## src/rtl/fifo_coder_if.sv

```systemverilog
// -----------------------------------------------------------------------------
// fifo_coder_if
// Handshake/data bundle between the Huffman bit packer / host and fifo_coder.
//
// Signals:
//   wr, rd          write and pop requests (driven by master)
//   data_in         word to write (driven by master)
//   data_out        current head word (driven by slave, valid when not empty)
//   fifo_full       occupancy == DEPTH
//   fifo_empty      occupancy == 0
//   fifo_threshold  occupancy >= THRESHOLD
//   fifo_overflow   sticky: a write was rejected because the FIFO was full
//   fifo_underflow  sticky: a read was rejected because the FIFO was empty
//
// Modports:
//   master  producer/consumer side (bench or host logic)
//   slave   the FIFO itself
// -----------------------------------------------------------------------------
interface fifo_coder_if #(
  parameter int WIDTH = 32
);
  logic             wr;
  logic             rd;
  logic [WIDTH-1:0] data_in;
  logic [WIDTH-1:0] data_out;
  logic             fifo_full;
  logic             fifo_empty;
  logic             fifo_threshold;
  logic             fifo_overflow;
  logic             fifo_underflow;

  modport master (
    output wr, rd, data_in,
    input  data_out, fifo_full, fifo_empty, fifo_threshold,
           fifo_overflow, fifo_underflow
  );

  modport slave (
    input  wr, rd, data_in,
    output data_out, fifo_full, fifo_empty, fifo_threshold,
           fifo_overflow, fifo_underflow
  );
endinterface : fifo_coder_if

```

## src/rtl/fifo_coder.sv

```systemverilog
// -----------------------------------------------------------------------------
// fifo_coder
// Single-clock first-word-fall-through FIFO that buffers 32-bit words from the
// Huffman coder's bit packer until the host reads them. The head word is
// always presented on data_out, so the consumer samples it on the same edge
// at which it pops with rd.
//
// Ports:
//   clk    clock, all state changes on the rising edge
//   rst_n  asynchronous active-low reset
//   bus    fifo_coder_if.slave: wr/rd/data_in in, data_out and status out
//
// Parameters:
//   WIDTH      data word width
//   DEPTH      storage words, power of two
//   ADDR_W     log2(DEPTH)
//   THRESHOLD  occupancy at or above which fifo_threshold asserts (1..DEPTH)
// -----------------------------------------------------------------------------
module fifo_coder #(
  parameter int WIDTH     = 32,
  parameter int DEPTH     = 16,
  parameter int ADDR_W    = 4,
  parameter int THRESHOLD = 8
) (
  input  logic         clk,
  input  logic         rst_n,
  fifo_coder_if.slave  bus
);

  localparam logic [ADDR_W:0] C_DEPTH  = (ADDR_W + 1)'(DEPTH);
  localparam logic [ADDR_W:0] C_THRESH = (ADDR_W + 1)'(THRESHOLD);

  logic [WIDTH-1:0]  r_mem [DEPTH];
  logic [ADDR_W-1:0] r_wr_ptr;
  logic [ADDR_W-1:0] r_rd_ptr;
  logic [ADDR_W:0]   r_count;
  logic              r_overflow;
  logic              r_underflow;

  logic              w_full;
  logic              w_empty;
  logic              w_write_ok;
  logic              w_read_ok;

  assign w_full  = (r_count == C_DEPTH);
  assign w_empty = (r_count == '0);

  // A full FIFO still takes a write when a pop frees the head slot in the
  // same cycle; an empty FIFO never pops, even if a write arrives alongside.
  assign w_write_ok = bus.wr & (~w_full | bus.rd);
  assign w_read_ok  = bus.rd & ~w_empty;

  // NOTE: storage is deliberately left out of reset; data_out is don't-care
  // while empty, and a resettable array would cost a reset net per bit.
  always_ff @(posedge clk) begin
    if (w_write_ok) begin
      r_mem[r_wr_ptr] <= bus.data_in;
    end
  end

  // NOTE: all sequential state uses non-blocking assignments so every
  // register samples pre-edge values regardless of statement order.
  always_ff @(posedge clk or negedge rst_n) begin
    if (!rst_n) begin
      r_wr_ptr    <= '0;
      r_rd_ptr    <= '0;
      r_count     <= '0;
      r_overflow  <= 1'b0;
      r_underflow <= 1'b0;
    end else begin
      if (w_write_ok) begin
        r_wr_ptr <= r_wr_ptr + ADDR_W'(1);
      end
      if (w_read_ok) begin
        r_rd_ptr <= r_rd_ptr + ADDR_W'(1);
      end
      // Simultaneous accepted write and read leave the occupancy unchanged.
      if (w_write_ok && !w_read_ok) begin
        r_count <= r_count + (ADDR_W + 1)'(1);
      end else if (w_read_ok && !w_write_ok) begin
        r_count <= r_count - (ADDR_W + 1)'(1);
      end
      if (bus.wr && !w_write_ok) begin
        r_overflow <= 1'b1;
      end
      if (bus.rd && !w_read_ok) begin
        r_underflow <= 1'b1;
      end
    end
  end

  assign bus.data_out       = r_mem[r_rd_ptr];
  assign bus.fifo_full      = w_full;
  assign bus.fifo_empty     = w_empty;
  assign bus.fifo_threshold = (r_count >= C_THRESH);
  assign bus.fifo_overflow  = r_overflow;
  assign bus.fifo_underflow = r_underflow;

endmodule : fifo_coder

```

## src/flat_wrapper.sv

```systemverilog
// flat-port wrapper written by rule: the top's interface ports become plain ports
module fifo_coder_flat 
#(
  parameter int WIDTH     = 32,
  parameter int DEPTH     = 16,
  parameter int ADDR_W    = 4,
  parameter int THRESHOLD = 8
)
  (clk, rst_n, bus_wr, bus_rd, bus_data_in, bus_data_out, bus_fifo_full, bus_fifo_empty, bus_fifo_threshold, bus_fifo_overflow, bus_fifo_underflow);
  fifo_coder_if #(.WIDTH(WIDTH)) bus_i ();
  input  logic clk;
  input  logic rst_n;
  input wire logic [$bits(bus_i.wr)-1:0] bus_wr;
  input wire logic [$bits(bus_i.rd)-1:0] bus_rd;
  input wire logic [$bits(bus_i.data_in)-1:0] bus_data_in;
  output wire logic [$bits(bus_i.data_out)-1:0] bus_data_out;
  output wire logic [$bits(bus_i.fifo_full)-1:0] bus_fifo_full;
  output wire logic [$bits(bus_i.fifo_empty)-1:0] bus_fifo_empty;
  output wire logic [$bits(bus_i.fifo_threshold)-1:0] bus_fifo_threshold;
  output wire logic [$bits(bus_i.fifo_overflow)-1:0] bus_fifo_overflow;
  output wire logic [$bits(bus_i.fifo_underflow)-1:0] bus_fifo_underflow;
  assign bus_i.wr = bus_wr;
  assign bus_i.rd = bus_rd;
  assign bus_i.data_in = bus_data_in;
  assign bus_data_out = bus_i.data_out;
  assign bus_fifo_full = bus_i.fifo_full;
  assign bus_fifo_empty = bus_i.fifo_empty;
  assign bus_fifo_threshold = bus_i.fifo_threshold;
  assign bus_fifo_overflow = bus_i.fifo_overflow;
  assign bus_fifo_underflow = bus_i.fifo_underflow;
  fifo_coder #(.WIDTH(WIDTH), .DEPTH(DEPTH), .ADDR_W(ADDR_W), .THRESHOLD(THRESHOLD)) u_core (.clk(clk), .rst_n(rst_n), .bus(bus_i));
endmodule
```

## config.mk

```make
export PLATFORM = sky130hd
export DESIGN_NAME = fifo_coder_flat
export DESIGN_NICKNAME = d
export VERILOG_FILES = /design/src/rtl/fifo_coder_if.sv /design/src/rtl/fifo_coder.sv /design/src/flat_wrapper.sv
export SDC_FILE = /design/constraint.sdc
export NUM_CORES = 1
export LEC_CHECK = 0
export CAP_MARGIN = 20
export CORE_ASPECT_RATIO = 1.25
export CORE_MARGIN = 2
export CORE_UTILIZATION = 55
export DETAILED_ROUTE_END_ITERATION = 16
export PLACE_DENSITY = 0.76
export SETUP_SLACK_MARGIN = 0.3
export SYNTH_ARGS = -nofsm -noshare
export SYNTH_HDL_FRONTEND = slang
export SYNTH_SLANG_ARGS = --single-unit
```

## constraint.sdc

```tcl
create_clock -name clk -period 2.45 [get_ports clk]
set_input_delay 0.49 -clock clk [delete_from_list [all_inputs] [get_ports clk]]
set_output_delay 0.49 -clock clk [all_outputs]
set_load 0.05 [all_outputs]
```

* Yosys cells after proc, flatten, opt, wreduce, memory -nomap -nowiden *
Memory sizes are Yosys's and may differ from the RTL's.
Index checks and enable logic that the tools add are counted.
Widths: inputs -> output; s select.

storage, ports and cells
  memory bits (writable) = 512
  register bits after elaboration = 15
  logic and storage cells = 29
  memories kept = 1

operators by class
  equal/unequal tests = 1
  muxes and demuxes = 4
  add/sub/neg operators = 4
  reductions and logical operators = 8
  bitwise gates (word level) = 5
  $lt $le $gt $ge = 1

memory list
  memory        depth  bits a word  read ports  clocked after memory_dff  wr ports  line              text
  u_core.r_mem  16     32           1           0                         1         fifo_coder.sv:33  logic [WIDTH-1:0] r_mem [DEPTH];

operators with widths
  cell                 count
  $mux 5               2
  $add 4x1->4 const B  2
  $add 5x1->5 const B  1
  $eq 5x5->1 const B   1
  $ge 5x4->1 const B   1
  $logic_not 5->1      1
  $sub 5x1->5 const B  1
  $logic_and 1x1->1    4
  $and 1x1->1          2
  $logic_not 1->1      2
  $mux 1               2
  $not 1->1            2
  $reduce_bool 2->1    1
  $or 1x1->1           1

* Depth between registers and ports, before layout *
Gate-level depths: netlist (run 1).

  word-level depth = 8
  depth in mapped cells = 11

* Least setup slack after synthesis (run 1) *
No wires, ideal clock.

  kind = reg-to-reg
  start = register u_core.r_count[1]
  end = register u_core.r_count[4]
  stages on the path, launching flop included = 12
  setup slack = -0.703 ns
  clock period less this slack = 3.153 ns
  data arrival time = 3.073 ns
  cell sequence = dfrtp_1 -> nor4_2 -> nor2b_1 -> nor2b_1 -> inv_1 -> ha_1 -> inv_1 -> ha_1 -> a21o_1 -> a21oi_1 -> mux2i_1 -> xnor2_1

RTL lines
  element                                             line                text
  start: declaration                                  fifo_coder.sv:36    logic [ADDR_W:0] r_count;
  start signal: assignment                            fifo_coder.sv:79    r_count <= r_count + (ADDR_W + 1)'(1);
  start signal: assignment                            fifo_coder.sv:81    r_count <= r_count - (ADDR_W + 1)'(1);
  $logic_not 5->1 (*)                                 fifo_coder.sv:46    assign w_empty = (r_count == '0);
  via bus_fifo_empty                                  flat_wrapper.sv:18  output wire logic [$bits(bus_i.fifo_empty)-1:0] bus_fifo_empty;
  $not 1->1 (*)                                       fifo_coder.sv:51    assign w_read_ok = bus.rd & ~w_empty;
  $and 1x1->1 (*)                                     fifo_coder.sv:51
  $logic_not 1->1                                     fifo_coder.sv:78    if (w_write_ok && !w_read_ok) begin
  $logic_and 1x1->1                                   fifo_coder.sv:78
  $mux 5 / $reduce_bool 2->1 (equally long branches)  -

Mark *: on every way through the listed nets, which the timed path passes. The rest lies on a longest branch. The select of a mux whose other input is x is not followed.
A chain may end at the register's enable or synchronous reset.

* Worst setup path in the final report (run 1) *
  start = register u_core.r_rd_ptr[0]
  end = output port bus_data_out[1]

on the way
  cells in the longest elaborated chain, start to end = 1

ends and longest elaborated chain
  element                   line                text
  start: declaration        fifo_coder.sv:35    logic [ADDR_W-1:0] r_rd_ptr;
  start signal: assignment  fifo_coder.sv:75    r_rd_ptr <= r_rd_ptr + ADDR_W'(1);
  $mem_v2 16x32             -
  end: declaration          flat_wrapper.sv:16  output wire logic [$bits(bus_i.data_out)-1:0] bus_data_out;

Every way passes these cells.

==> impl_metrics.toml, run 1 <==
[outcome]
outcome = "complete, but fails checks"
violations = "negative setup slack"

[grt]
met1_usage_pct = 33.78
use_met3_pct = 4.141
grt-ovfl-total = 0
grt_pass1_vias = 11820
grt_max_degree = 35
grt_most_used_layer = "met2"
antenna_found_initial = 3
grt_pass1_wl_um = 75190
met2_usage_pct = 46.48
track_usage_pct = 26.90

[clock_tree]
ctsRootBufferMaster = "clkbuf_16"
cts_tree = "done"
numClockSinks = 527
worstSkewPairLatency_ps = 590
clk_path_buf_depth = 3
cts_htree_levels = 2
hold_buffers = 0
cts_buffers = 50
clkTransAtPathRegs_ps = 70

[finish]
syn_to_final_growth_pct = 30.68
fin_cells = 1757
drive_above_1_share_pct = 39.75
fin_area_um2 = 26800
nets = 1279

[routing]
drt_iter0_drc = 1309
vias = 11350
ant_nets = 0
post_drt_wl_per_cell_um = 30.74
viasPerCell = 6.458
drc = 0
drt-pass1-iter-count = 5
routed_wl_um = 54010

[sta]
setup_viol_count_final = 32
fmax_mhz = 325.0
period_share_pct = 125.6
worst_pin_slew_ps = 756.2
fin_hold_ws_ps = 348.6
finalHoldViolations = 0
setup_ws_ps = -627.3
drv_slew = 0
max-slew-margin-rel_pct = 49.43
rsz0062_at_grt = "yes"
setup_tns_ps = -16060
period_needed_ps = 3077
skew_ps = 19.11

[power]
switching_share_pct = 35.27
switchingPower_w = 0.01284
p_int_w = 0.02357
power_frac_comb_pct = 46.3
pwr-share-seq_pct = 31.0
irDropWorstVdd_uv = 1140
leakagePower_nw = 9.242
power.total_w = 0.03642
power_frac_clock_pct = 22.7
power_density_nw_per_um2 = 1359

[setup_path]
crit_top_cell = "buf_12"
start_kind = "register"
cp_slowest_stage_delay_ps = 500
crit_fanout = 7
cp_top_family = "buffers and inverters"
cp_cell_sequence = "buf_12 -> buf_12 -> buf_6 -> mux2i_1 -> a221oi_2 -> a22oi_1 -> nand2_2 -> buf_12"
r2r_end = "u_core.r_count[4]"
r2r_cells = 11
r2r_start = "u_core.r_count[0]"
timing_worst_setup_path_type = "reg2out"
slowest_stage = "dfrtp_4"
ff2ff_setup_slack_ps = 70
critPathRequiredTime_ps = 1960
critPathBufInv = 4
cp-end-kind = "primary output"
critPathLaunch = "u_core.r_rd_ptr[0]"
crit_arrival_ps = 2590

[yosys]
synth_nets = 1065
ys_types = 32
syn-cell-area_um2 = 20510
synth_simple_gate_area_share_pct = 1.751
synth-adder-area-share_pct = 0.7077
yosys_warnings = 0
seq_area_frac_synth_pct = 76.80
yosysTopAreaCellShare_pct = 74.97
synth-seq-cells = 527
synth-compound-area-share_pct = 4.984
synth_top_family_by_area = "multiplexers"
synth_area_leaders = "edfxtp_1 (75%), mux4_2 (6.8%), mux2i_1 (6.3%)"
syn_area_per_cell_um2 = 20.15
synthMuxAreaShare_pct = 13.36
syn_inst = 1018
synth_top_area_cell = "edfxtp_1"
synthXorXnorAreaFrac_pct = 0.4271

[floorplan]
start_util_pct = 55.48
die-height_um = 219.9
dieArea_um2 = 38860
ioPinCount = 73
core.rowCount = 79
coreArea_um2 = 36970
dieWidth_um = 176.7

[placed_design]
portBuffers = 72
place_congestion = 0.7350
place_inst = 1600
placed_area_um2 = 23080
place_hpwl_um = 26020

[worst_hold_path]
hold_path_class = "in2async"

[run]
maxCapViolCount = 0
## layout make-up
| type | count | area (um^2) |
|---|---|---|
| multi-input combinational | 427 | 5264 |
| fill | 1996 | 10170 |
| clock inverter | 29 | 414.1 |
| antenna | 3 | 7.507 |
| tap | 486 | 608.1 |
| sequential | 527 | 15760 |
| timing repair buffer | 216 | 3396 |
| clock buffer | 59 | 1306 |
| inverter | 10 | 42.54 |
## cell families (layout without fill, tap and decap cells)
| group | after synthesis | after routing |
|---|---|---|
| other cells | 0 | 3 |
| fa+ha+maj | 11 | 11 |
| xor+xnor | 10 | 10 |
| mux | 193 | 193 |
| buf+inv | 64 | 314 |
| simple gates | 75 | 75 |
| compound gates | 138 | 138 |
| flops | 527 | 527 |
## synth_stat cells (all sizes together)
master,instances
mux4,64
nor2,3
or2,1
and3,1
a22oi,32
nor4,1
clkbuf,17
nor3b,2
and2,17
mux2i,129
nand4,1
a21oi,2
nand3,2
xor2,1
inv,10
nor3,1
buf,37
o21ai,37
nor2b,3
ha,10
fa,1
edfxtp,512
nand2,43
dfrtp,15
xnor2,9
a221oi,64
a21o,3
## per-layer routing
layer,vias to the layer above,wire [um]
li1,4667,-
met1,5905,19570
met2,646,28360
met3,129,4078
met4,0,1996
met5,-,0
## worst max-delay path by stage
| stage | endpoint | cells past startpoint |
|---|---|---|
| after floorplan | u_core.r_count[4] | 11 |
| after global placement | u_core.r_mem[3][15] | 6 |
| after detailed placement | bus_data_out[31] | 6 |
| after CTS | bus_data_out[6] | 7 |
| after global routing | bus_data_out[1] | 8 |
| final | bus_data_out[1] | 8 |
## per-stage QoR
step | utilization (%) | setup WS (ps)
after floorplan | - | 12.62
after global placement | 62.44 | 27.67
after detailed placement | 62.44 | -22.43
after CTS | 71.15 | -515.5
after global routing | 72.49 | -670.4
final | 72.49 | -627.3
## state kept, by name, summed over array words and instances, names as in the netlist
register / cells
u_core.bus.fifo_overflow: 1
u_core.r_count: 5
u_core.r_rd_ptr: 4
u_core.r_mem: 512
u_core.r_wr_ptr: 4
u_core.bus.fifo_underflow: 1
## layout by cell type (no fill, tap or decap), types with 5 or more instances in the layout
cell type / synthesis / routed
clkbuf_16: 0 / 59
buf_8: 0 / 8
clkbuf_1: 17 / 8
nand2_1: 43 / 7
edfxtp_1: 512 / 512
mux2i_1: 129 / 118
o21ai_0: 36 / 5
a221oi_2: 0 / 59
buf_4: 0 / 38
clkdlybuf4s50_1: 0 / 35
a22oi_1: 32 / 5
bufinv_16: 0 / 10
and2_4: 0 / 17
xnor2_1: 9 / 7
clkinvlp_4: 0 / 5
ha_1: 10 / 6
inv_1: 9 / 6
o21ai_1: 0 / 29
buf_12: 0 / 82
buf_16: 0 / 16
a22oi_2: 0 / 27
dfrtp_1: 15 / 10
buf_6: 19 / 24
nand2_2: 0 / 35
mux4_2: 62 / 63
clkinv_2: 0 / 7
mux2i_2: 0 / 11
## worst register-to-register path: stages (launching register included)
cell	delay, ps
dfrtp_2	420
nor4_4	350
nor2b_4	260
nor2b_4	60
inv_2	80
ha_4	180
fa_2	220
inv_1	50
a21o_1	180
a21oi_2	140
mux2i_1	220
xnor2_1	140
## power groups by stage
stage / registers [W] / clock network (W) / logic, W
6_report: 0.0113 / 0.00825 / 0.0169
5_1_grt: 0.0114 / 0.00860 / 0.0175
4_1_cts: 0.0113 / 0.00819 / 0.0159
3_5_place_dp: 0.0114 / 0 / 0.0134
3_3_place_gp: 0.0114 / 0 / 0.0132
2_1_floorplan: 0.0114 / 0 / 0.00799
## timing repair
item,CTS,global route
pin swaps,77,56
resized for setup,189,61
gates cloned,15,8
endpoints found under the hold margin,0,0
endpoints found under the setup margin,170,542
buffers inserted,33,10
No activity file was read; power rests on OpenSTA's default activity.
==> run 2, diff against run 1 <==
- CTS_CLUSTER_SIZE: not set -> 28
- HOLD_SLACK_MARGIN: not set -> 0.08
- SLEW_MARGIN: not set -> 20
==> results of run 2 <==
The final DEF is identical to that of run 1; final timing and power are the same.
